<file path="src/rtl/amdc_spi_adc_emulator_pkg.sv">
// rtl/amdc_spi_adc_emulator_pkg.sv - shared constants and state encoding for the eddy-current ADC emulator
package amdc_spi_adc_emulator_pkg;

  localparam int ADC_DATA_W    = 18;
  localparam int TCONV_DEFAULT = 40;
  localparam int SYNC_DEFAULT  = 2;

  typedef enum logic [1:0] {
    ST_IDLE = 2'd0,
    ST_CONV = 2'd1,
    ST_READ = 2'd2,
    ST_DONE = 2'd3
  } adc_state_e;

endpackage

</file>
<file path="src/rtl/amdc_spi_adc_emulator_sync_edge.sv">
// rtl/amdc_spi_adc_emulator_sync_edge.sv - multi-flop synchronizer with registered rise/fall pulses
import amdc_spi_adc_emulator_pkg::*;

module amdc_spi_adc_emulator_sync_edge #(
  parameter int STAGES = SYNC_DEFAULT
) (
  input  logic clk_i,
  input  logic rst_i,
  input  logic async_i,
  output logic level_o,
  output logic level_vld_o,
  output logic rise_o,
  output logic fall_o
);

  logic [STAGES-1:0] sync_q;
  logic [STAGES:0]   vld_q;
  logic              prev_q;
  logic              rise_q;
  logic              fall_q;

  // vld_q tracks which flops hold a real pin sample rather than a reset value,
  // so a pin that is already high at reset release never produces a fake rise.
  always_ff @(posedge clk_i or posedge rst_i) begin
    if (rst_i) begin
      sync_q <= '0;
      vld_q  <= '0;
      prev_q <= 1'b0;
      rise_q <= 1'b0;
      fall_q <= 1'b0;
    end else begin
      sync_q <= {sync_q[STAGES-2:0], async_i};
      vld_q  <= {vld_q[STAGES-1:0], 1'b1};
      prev_q <= sync_q[STAGES-1];
      rise_q <= vld_q[STAGES] & sync_q[STAGES-1] & ~prev_q;
      fall_q <= vld_q[STAGES] & ~sync_q[STAGES-1] & prev_q;
    end
  end

  assign level_o     = sync_q[STAGES-1];
  assign level_vld_o = vld_q[STAGES-1];
  assign rise_o      = rise_q;
  assign fall_o      = fall_q;

endmodule

</file>
<file path="src/rtl/amdc_spi_adc_emulator.sv">
// rtl/amdc_spi_adc_emulator.sv - SPI responder emulating the dual 18-bit CNV-triggered eddy-current ADCs
import amdc_spi_adc_emulator_pkg::*;

module amdc_spi_adc_emulator #(
  parameter int DATA_W       = ADC_DATA_W,
  parameter int TCONV_CYCLES = TCONV_DEFAULT,
  parameter int SYNC_STAGES  = SYNC_DEFAULT
) (
  input  logic              clk_i,
  input  logic              rst_i,
  input  logic              en_i,
  input  logic              cnv_i,
  input  logic              sclk_i,
  input  logic [DATA_W-1:0] data_x_i,
  input  logic [DATA_W-1:0] data_y_i,
  input  logic              data_valid_i,
  input  logic              err_clr_i,
  output logic              miso_x_o,
  output logic              miso_y_o,
  output logic              sample_taken_o,
  output logic              busy_o,
  output logic              frame_done_o,
  output logic              conv_err_o,
  output logic              frame_err_o
);

  localparam int BUSY_W = $clog2(TCONV_CYCLES + 1);
  localparam int BIT_W  = $clog2(DATA_W);

  logic cnv_lvl, cnv_lvl_vld, cnv_rise, cnv_fall;
  logic sclk_lvl, sclk_lvl_vld, sclk_rise, sclk_fall;
  logic unused_sclk;

  amdc_spi_adc_emulator_sync_edge #(.STAGES(SYNC_STAGES)) u_cnv_sync (
    .clk_i       (clk_i),
    .rst_i       (rst_i),
    .async_i     (cnv_i),
    .level_o     (cnv_lvl),
    .level_vld_o (cnv_lvl_vld),
    .rise_o      (cnv_rise),
    .fall_o      (cnv_fall)
  );

  amdc_spi_adc_emulator_sync_edge #(.STAGES(SYNC_STAGES)) u_sclk_sync (
    .clk_i       (clk_i),
    .rst_i       (rst_i),
    .async_i     (sclk_i),
    .level_o     (sclk_lvl),
    .level_vld_o (sclk_lvl_vld),
    .rise_o      (sclk_rise),
    .fall_o      (sclk_fall)
  );

  // The responder only acts on SCLK falling edges.
  assign unused_sclk = sclk_lvl ^ sclk_lvl_vld ^ sclk_rise;

  adc_state_e        state_q, state_d;
  logic              armed_q, armed_d;
  logic [BUSY_W-1:0] busy_q, busy_d;
  logic [BIT_W-1:0]  bit_q, bit_d;
  logic [DATA_W-1:0] stage_x_q, stage_x_d, stage_y_q, stage_y_d;
  logic [DATA_W-1:0] result_x_q, result_x_d, result_y_q, result_y_d;
  logic [DATA_W-1:0] shift_x_q, shift_x_d, shift_y_q, shift_y_d;
  logic              miso_x_q, miso_x_d, miso_y_q, miso_y_d;
  logic              frame_done_q, frame_done_d;
  logic              conv_err_q, conv_err_d;
  logic              frame_err_q, frame_err_d;
  logic              conv_take;
  logic              conv_err_set, frame_err_set;

  // A conversion starts only on an armed CNV rise while enabled.
  assign conv_take = cnv_rise & armed_q & en_i;

  // State and datapath registers.
  always_ff @(posedge clk_i or posedge rst_i) begin
    if (rst_i) begin
      state_q      <= ST_IDLE;
      armed_q      <= 1'b0;
      busy_q       <= '0;
      bit_q        <= '0;
      stage_x_q    <= '0;
      stage_y_q    <= '0;
      result_x_q   <= '0;
      result_y_q   <= '0;
      shift_x_q    <= '0;
      shift_y_q    <= '0;
      miso_x_q     <= 1'b0;
      miso_y_q     <= 1'b0;
      frame_done_q <= 1'b0;
      conv_err_q   <= 1'b0;
      frame_err_q  <= 1'b0;
    end else begin
      state_q      <= state_d;
      armed_q      <= armed_d;
      busy_q       <= busy_d;
      bit_q        <= bit_d;
      stage_x_q    <= stage_x_d;
      stage_y_q    <= stage_y_d;
      result_x_q   <= result_x_d;
      result_y_q   <= result_y_d;
      shift_x_q    <= shift_x_d;
      shift_y_q    <= shift_y_d;
      miso_x_q     <= miso_x_d;
      miso_y_q     <= miso_y_d;
      frame_done_q <= frame_done_d;
      conv_err_q   <= conv_err_d;
      frame_err_q  <= frame_err_d;
    end
  end

  // Next state, datapath moves and error flags; CNV edges take priority over SCLK.
  always_comb begin
    state_d       = state_q;
    armed_d       = armed_q;
    busy_d        = (busy_q != '0) ? busy_q - 1'b1 : busy_q;
    bit_d         = bit_q;
    stage_x_d     = data_valid_i ? data_x_i : stage_x_q;
    stage_y_d     = data_valid_i ? data_y_i : stage_y_q;
    result_x_d    = result_x_q;
    result_y_d    = result_y_q;
    shift_x_d     = shift_x_q;
    shift_y_d     = shift_y_q;
    miso_x_d      = miso_x_q;
    miso_y_d      = miso_y_q;
    frame_done_d  = 1'b0;
    conv_err_set  = 1'b0;
    frame_err_set = 1'b0;

    if (!en_i) begin
      state_d  = ST_IDLE;
      armed_d  = 1'b0;
      busy_d   = busy_q;
      miso_x_d = 1'b0;
      miso_y_d = 1'b0;
    end else begin
      if (cnv_lvl_vld && !cnv_lvl) begin
        armed_d = 1'b1;
      end
      if (conv_take) begin
        state_d    = ST_CONV;
        shift_x_d  = result_x_q;
        shift_y_d  = result_y_q;
        result_x_d = data_valid_i ? data_x_i : stage_x_q;
        result_y_d = data_valid_i ? data_y_i : stage_y_q;
        busy_d     = BUSY_W'(TCONV_CYCLES);
        miso_x_d   = 1'b0;
        miso_y_d   = 1'b0;
        if (state_q == ST_READ) begin
          frame_err_set = 1'b1;
        end
      end else if (cnv_rise || cnv_fall) begin
        if (cnv_fall && state_q == ST_CONV) begin
          state_d  = ST_READ;
          miso_x_d = shift_x_q[DATA_W-1];
          miso_y_d = shift_y_q[DATA_W-1];
          bit_d    = '0;
          if (busy_q != '0) begin
            conv_err_set = 1'b1;
            busy_d       = '0;
          end
        end
      end else if (sclk_fall) begin
        case (state_q)
          ST_READ: begin
            shift_x_d = {shift_x_q[DATA_W-2:0], 1'b0};
            shift_y_d = {shift_y_q[DATA_W-2:0], 1'b0};
            if (bit_q == BIT_W'(DATA_W - 1)) begin
              state_d      = ST_DONE;
              frame_done_d = 1'b1;
              miso_x_d     = 1'b0;
              miso_y_d     = 1'b0;
            end else begin
              bit_d    = bit_q + 1'b1;
              miso_x_d = shift_x_q[DATA_W-2];
              miso_y_d = shift_y_q[DATA_W-2];
            end
          end
          ST_DONE: frame_err_set = 1'b1;
          default: ;
        endcase
      end
    end

    conv_err_d  = conv_err_set  | (conv_err_q  & ~err_clr_i);
    frame_err_d = frame_err_set | (frame_err_q & ~err_clr_i);
  end

  assign miso_x_o       = miso_x_q;
  assign miso_y_o       = miso_y_q;
  assign sample_taken_o = conv_take;
  assign busy_o         = (busy_q != '0);
  assign frame_done_o   = frame_done_q;
  assign conv_err_o     = conv_err_q;
  assign frame_err_o    = frame_err_q;

endmodule

</file>
<file path="config.mk">
export PLATFORM = sky130hd
export DESIGN_NAME = amdc_spi_adc_emulator
export DESIGN_NICKNAME = d
export VERILOG_FILES = /design/src/rtl/amdc_spi_adc_emulator_pkg.sv /design/src/rtl/amdc_spi_adc_emulator_sync_edge.sv /design/src/rtl/amdc_spi_adc_emulator.sv
export SDC_FILE = /design/constraint.sdc
export NUM_CORES = 1
export LEC_CHECK = 0
export BUFFER_PORTS_ARGS = -buffer_cell sky130_fd_sc_hd__buf_2
export CAP_MARGIN = 25
export CORE_MARGIN = 4
export CORE_UTILIZATION = 50
export CTS_BUF_LIST = sky130_fd_sc_hd__clkbuf_2 sky130_fd_sc_hd__clkbuf_4 sky130_fd_sc_hd__clkbuf_8
export CTS_CLUSTER_SIZE = 30
export DETAILED_ROUTE_END_ITERATION = 16
export HOLD_SLACK_MARGIN = 0.06
export PLACE_DENSITY = 0.69
export RECOVER_POWER = 25
export SYNTH_ARGS = -nofsm -noshare
export SYNTH_HDL_FRONTEND = slang
export SYNTH_HIERARCHICAL = 1
export SYNTH_SLANG_ARGS = --single-unit
export TNS_END_PERCENT = 1
</file>
<file path="constraint.sdc">
create_clock -name clk_i -period 4.05 [get_ports clk_i]
set_input_delay 0.81 -clock clk_i [delete_from_list [all_inputs] [get_ports clk_i]]
set_output_delay 0.81 -clock clk_i [all_outputs]
set_load 0.02 [all_outputs]
</file>
# Word level (Yosys, flattened, before mapping)
# Cells that the tools add are included.
dict set report op_classes {
  bitwise_logic 17
  add_sub_neg 2
  n_reduce_logical 14
  shift 0
  multipliers 0
  n_div 0
  n_eq_ne 12
  n_lt_le_gt_ge 0
  mux 60
}
# operator n
set ops {}
lappend ops {{$mux W18} 10}
lappend ops {{$mux W1} 33}
lappend ops {{$mux W6} 5}
lappend ops {{$mux W5} 5}
lappend ops {{$mux W2} 7}
lappend ops {{$ne A4 B1 Y1 const B} 3}
lappend ops {{$and A1 B1 Y1} 10}
lappend ops {{$reduce_and A4 Y1} 2}
lappend ops {{$reduce_bool A2 Y1} 4}
lappend ops {{$reduce_and A6 Y1} 1}
lappend ops {{$reduce_bool A6 Y1} 1}
lappend ops {{$sub A6 B1 Y6 const B} 1}
lappend ops {{$add A5 B1 Y5 const B} 1}
lappend ops {{$eq A5 B5 Y1 const B} 1}
lappend ops {{$not A1 Y1} 5}
lappend ops {{$eq A2 B2 Y1 const B} 2}
lappend ops {{$ne A2 B1 Y1 const B} 2}
lappend ops {{$ne A2 B2 Y1 const B} 2}
lappend ops {{$ne A4 B3 Y1 const B} 1}
lappend ops {{$reduce_and A3 Y1} 1}
lappend ops {{$eq A2 B1 Y1 const B} 1}
lappend ops {{$logic_and A1 B1 Y1} 2}
lappend ops {{$or A1 B1 Y1} 2}
lappend ops {{$reduce_and A2 Y1} 1}
lappend ops {{2 further kinds} 2}
dict set report totals {
  latch_bits 0
  memories 0
  register_bits 142
  wordCells 129
  ramBits 0
  romBits 0
}

# Longest topological paths before layout
dict set report depth {
  word_depth 7
  ltp_mapped 9
}

# Cells and area by module
# Netlist, hierarchy kept.
# mod cells_per_inst instances area_per_inst_um2 seq_area_each_um2
set modules_own_cells {}
lappend modules_own_cells {amdc_spi_adc_emulator 543 1 5506.5 3178.0}
lappend modules_own_cells {amdc_spi_adc_emulator_sync_edge 12 2 225.2 200.2}

# Worst setup path after synthesis
# Ideal clock, no wire load.
dict set report synth_path {
  path_type {input port to output port}
  startpoint {input en_i}
  endpoint {output sample_taken_o}
  arrival_ns 1.650
  slack_ns 1.590
  n_path_buf 2
  cell_stages 4
  required_time_ns 3.240
  cell_sequence {buf_2 > nand3_2 > inv_2 > buf_1}
}
dict set report synth_between {
  elab_chain_len 1
}
# item line
set synth_lines {}
lappend synth_lines {{start, declared} amdc_spi_adc_emulator.sv:11} ;# input logic en_i,
lappend synth_lines {{$and A1 B1 Y1} amdc_spi_adc_emulator.sv:72} ;# assign conv_take = cnv_rise & armed_q & en_i;
lappend synth_lines {{end, declared} amdc_spi_adc_emulator.sv:20} ;# output logic sample_taken_o,
# Every way passes these cells.

==> results.cfg <==
[finish]
syn2layout_area_growth_pct = 11.1
num_antenna_cells = 0
drive_gt1_share_pct = 20.6
num-fill-cells = 990
utilization_pct = 57.1
nets = 649

[sta]
setup_viol = 0
fmax_ghz = 0.360
hold_viol_final = 0
setup_ws_ns = 1.27
drv_slew = 69
fin_crit_sh_pct = 68.6
slew-limit-headroom_pct = -7.99
rsz0062_at_grt = false
fin_setup_tns_ns = 0
hold_ws_ns = 0.319
worst_slew_pin_slew_ns = 1.62
fin_crit_ns = 2.78
clock_skew_ns = 0.00717

[clock_tree]
htreeDepth = 4
cts.sinks = 142
postCtsSetupRepairBufs = 0
tritoncts = done
cts.path.max_buffers = 2
clk_pin_slew_ns = 0.07
cts_resized = 0
clock-root-buffer = clkbuf_8
cts_buffers = 17
insertion_delay_ns = 0.43
cts_hold_buf = 0

[critical_path]
required_ns = 4.29
critPathLaunchType = input port
arrival_ns = 3.02
end_kind = asynchronous set/reset pin
worstPathMaxFanout = 68
crit_type = in2async
r2r_setup_slack_ns = 1.92
worst_r2r_path_depth = 5
r2r_end = shift_y_q[0]
reg2reg_from = u_cnv_sync/rise_o

[floorplan]
num_io_pins = 50
start_util_pct = 51.4
core_sq_mm = 0.0115
rows = 39
die_h_um = 117
die_w_um = 117
dieArea_sq_mm = 0.0137

[yosys]
syn_inst = 565
synth_area_per_cell_sq_um = 10.5
ys_warn_count = 6
netlist_area_sq_mm = 0.00592
synth_nets = 612

[drt]
wl_per_cell_um = 14.9
detail-route-antenna-nets = 0
totalWireLength_mm = 11.3
drt-initial-drc-count = 301
drtPass1Iterations = 4
vias_per_cell = 5.40
dr_total_vias = 4068
detail_route.drc_violations = 0

[power]
combPwrFrac_pct = 15.4
power_switching_share_pct = 27.2
p_leak_nw = 3.09
p_seq_share_pct = 54.4
pwr-share-clk_pct = 30.2
power_density_mw_per_mm2 = 514
peakVddDrop_uv = 222
intPower_mw = 2.46
p_sw_uw = 920

[global_route]
grt_max_degree = 76
antenna_found_initial = 0
overflow = 0
grt_pass1_wl_mm = 19.7
grt_pass1_vias = 4112
grt_usage_pct = 18.2

[outcome]
status = finished, violations left
violations = max-capacitance violations, max-slew violations

[placement]
place_ws_ns = 1.85
dp_hpwl_mm = 7.03
place_congestion = 0.813
port_buffers = 49

[min_path]
hold_path.class = in2async

[flow_run]
cap_violations = 1
## area by class of cell
cell class | count | area, sq um | share of cell area (%)
clock buffers | 21 | 289 | 4.39
clock inverters | 7 | 65.1 | 0.989
inverters | 11 | 42.5 | 0.647
multi-input cells | 375 | 2160 | 32.9
flip-flops and latches | 142 | 3550 | 54.0
well taps | 143 | 179 | 2.72
repair buffers | 55 | 287 | 4.36
## power by group through the flow
| stage | clock [mW] | sequential, mW | combinational (mW) |
|---|---|---|---|
| CTS | 1.05 | 1.84 | 0.530 |
| global placement | 0 | 1.86 | 0.504 |
| floorplan | 0 | 1.82 | 0.421 |
| finish | 1.02 | 1.84 | 0.520 |
| global route | 1.12 | 1.87 | 0.616 |
| detailed placement | 0 | 1.86 | 0.526 |
## sequential cells by signal, indices dropped and copies added (netlist names), 5 cells and up
| name | cells |
|---|---|
| result_x_q | 18 |
| result_y_q | 18 |
| shift_x_q | 18 |
| shift_y_q | 18 |
| stage_x_q | 18 |
| stage_y_q | 18 |
| busy_q | 6 |
| bit_q | 5 |
## worst max-delay path, cell delays in order
cell and delay (ns):
clkbuf_1 0.10, clkinvlp_2 0.74, clkbuf_2 1.31
## worst max path at each step
stage	slack (ns)	from	cells past startpoint	endpoint
after floorplan	1.59	en_i	4	sample_taken_o
after CTS	1.52	busy_q[2]	3	busy_o
after global routing	0.76	rst_i	3	shift_x_q[0]
final	1.27	rst_i	3	result_x_q[16]
after detailed placement	1.85	en_i	6	shift_x_q[3]
after global placement	1.87	en_i	5	state_q[0]
## through the flow
| stage | instance area, sq um | power, mW | cells |
|---|---|---|---|
| after floorplan | 5930 | 2.24 | 565 |
| after global placement | 6240 | 2.36 | 726 |
| after detailed placement | 6240 | 2.39 | 726 |
| after CTS | 6600 | 3.42 | 754 |
| after global routing | 6580 | 3.61 | 754 |
| final | 6580 | 3.38 | 754 |
## layout by cell type (no fill, tap or decap), drive strengths merged, types with 2 or more instances in the layout
cell,n
inv,10
o31ai,2
nor3,5
mux2,37
clkbuf,23
a21boi,2
nand4b,2
a311oi,2
nand3b,2
or2,2
a41oi,34
a21oi,40
clkinv,4
a22o,2
dfrtp,142
o21a,2
nand2,188
o22ai,2
nor2b,3
nand2b,2
nor2,8
mux2i,3
clkinvlp,3
ha,4
nand3,4
and3b,4
buf,53
conb,2
o21ai,11
## metal layers
| layer | vias to the layer above | wire length, um | global-route usage, % |
|---|---|---|---|
| li1 | 2014 | - | - |
| met1 | 1975 | 5700 | 27.1 |
| met2 | 64 | 4970 | 26.3 |
| met3 | 15 | 439 | 4.78 |
| met4 | 0 | 144 | 5.50 |
| met5 | - | 0 | 0 |
Note: power is estimated with default switching activity, not from simulation.
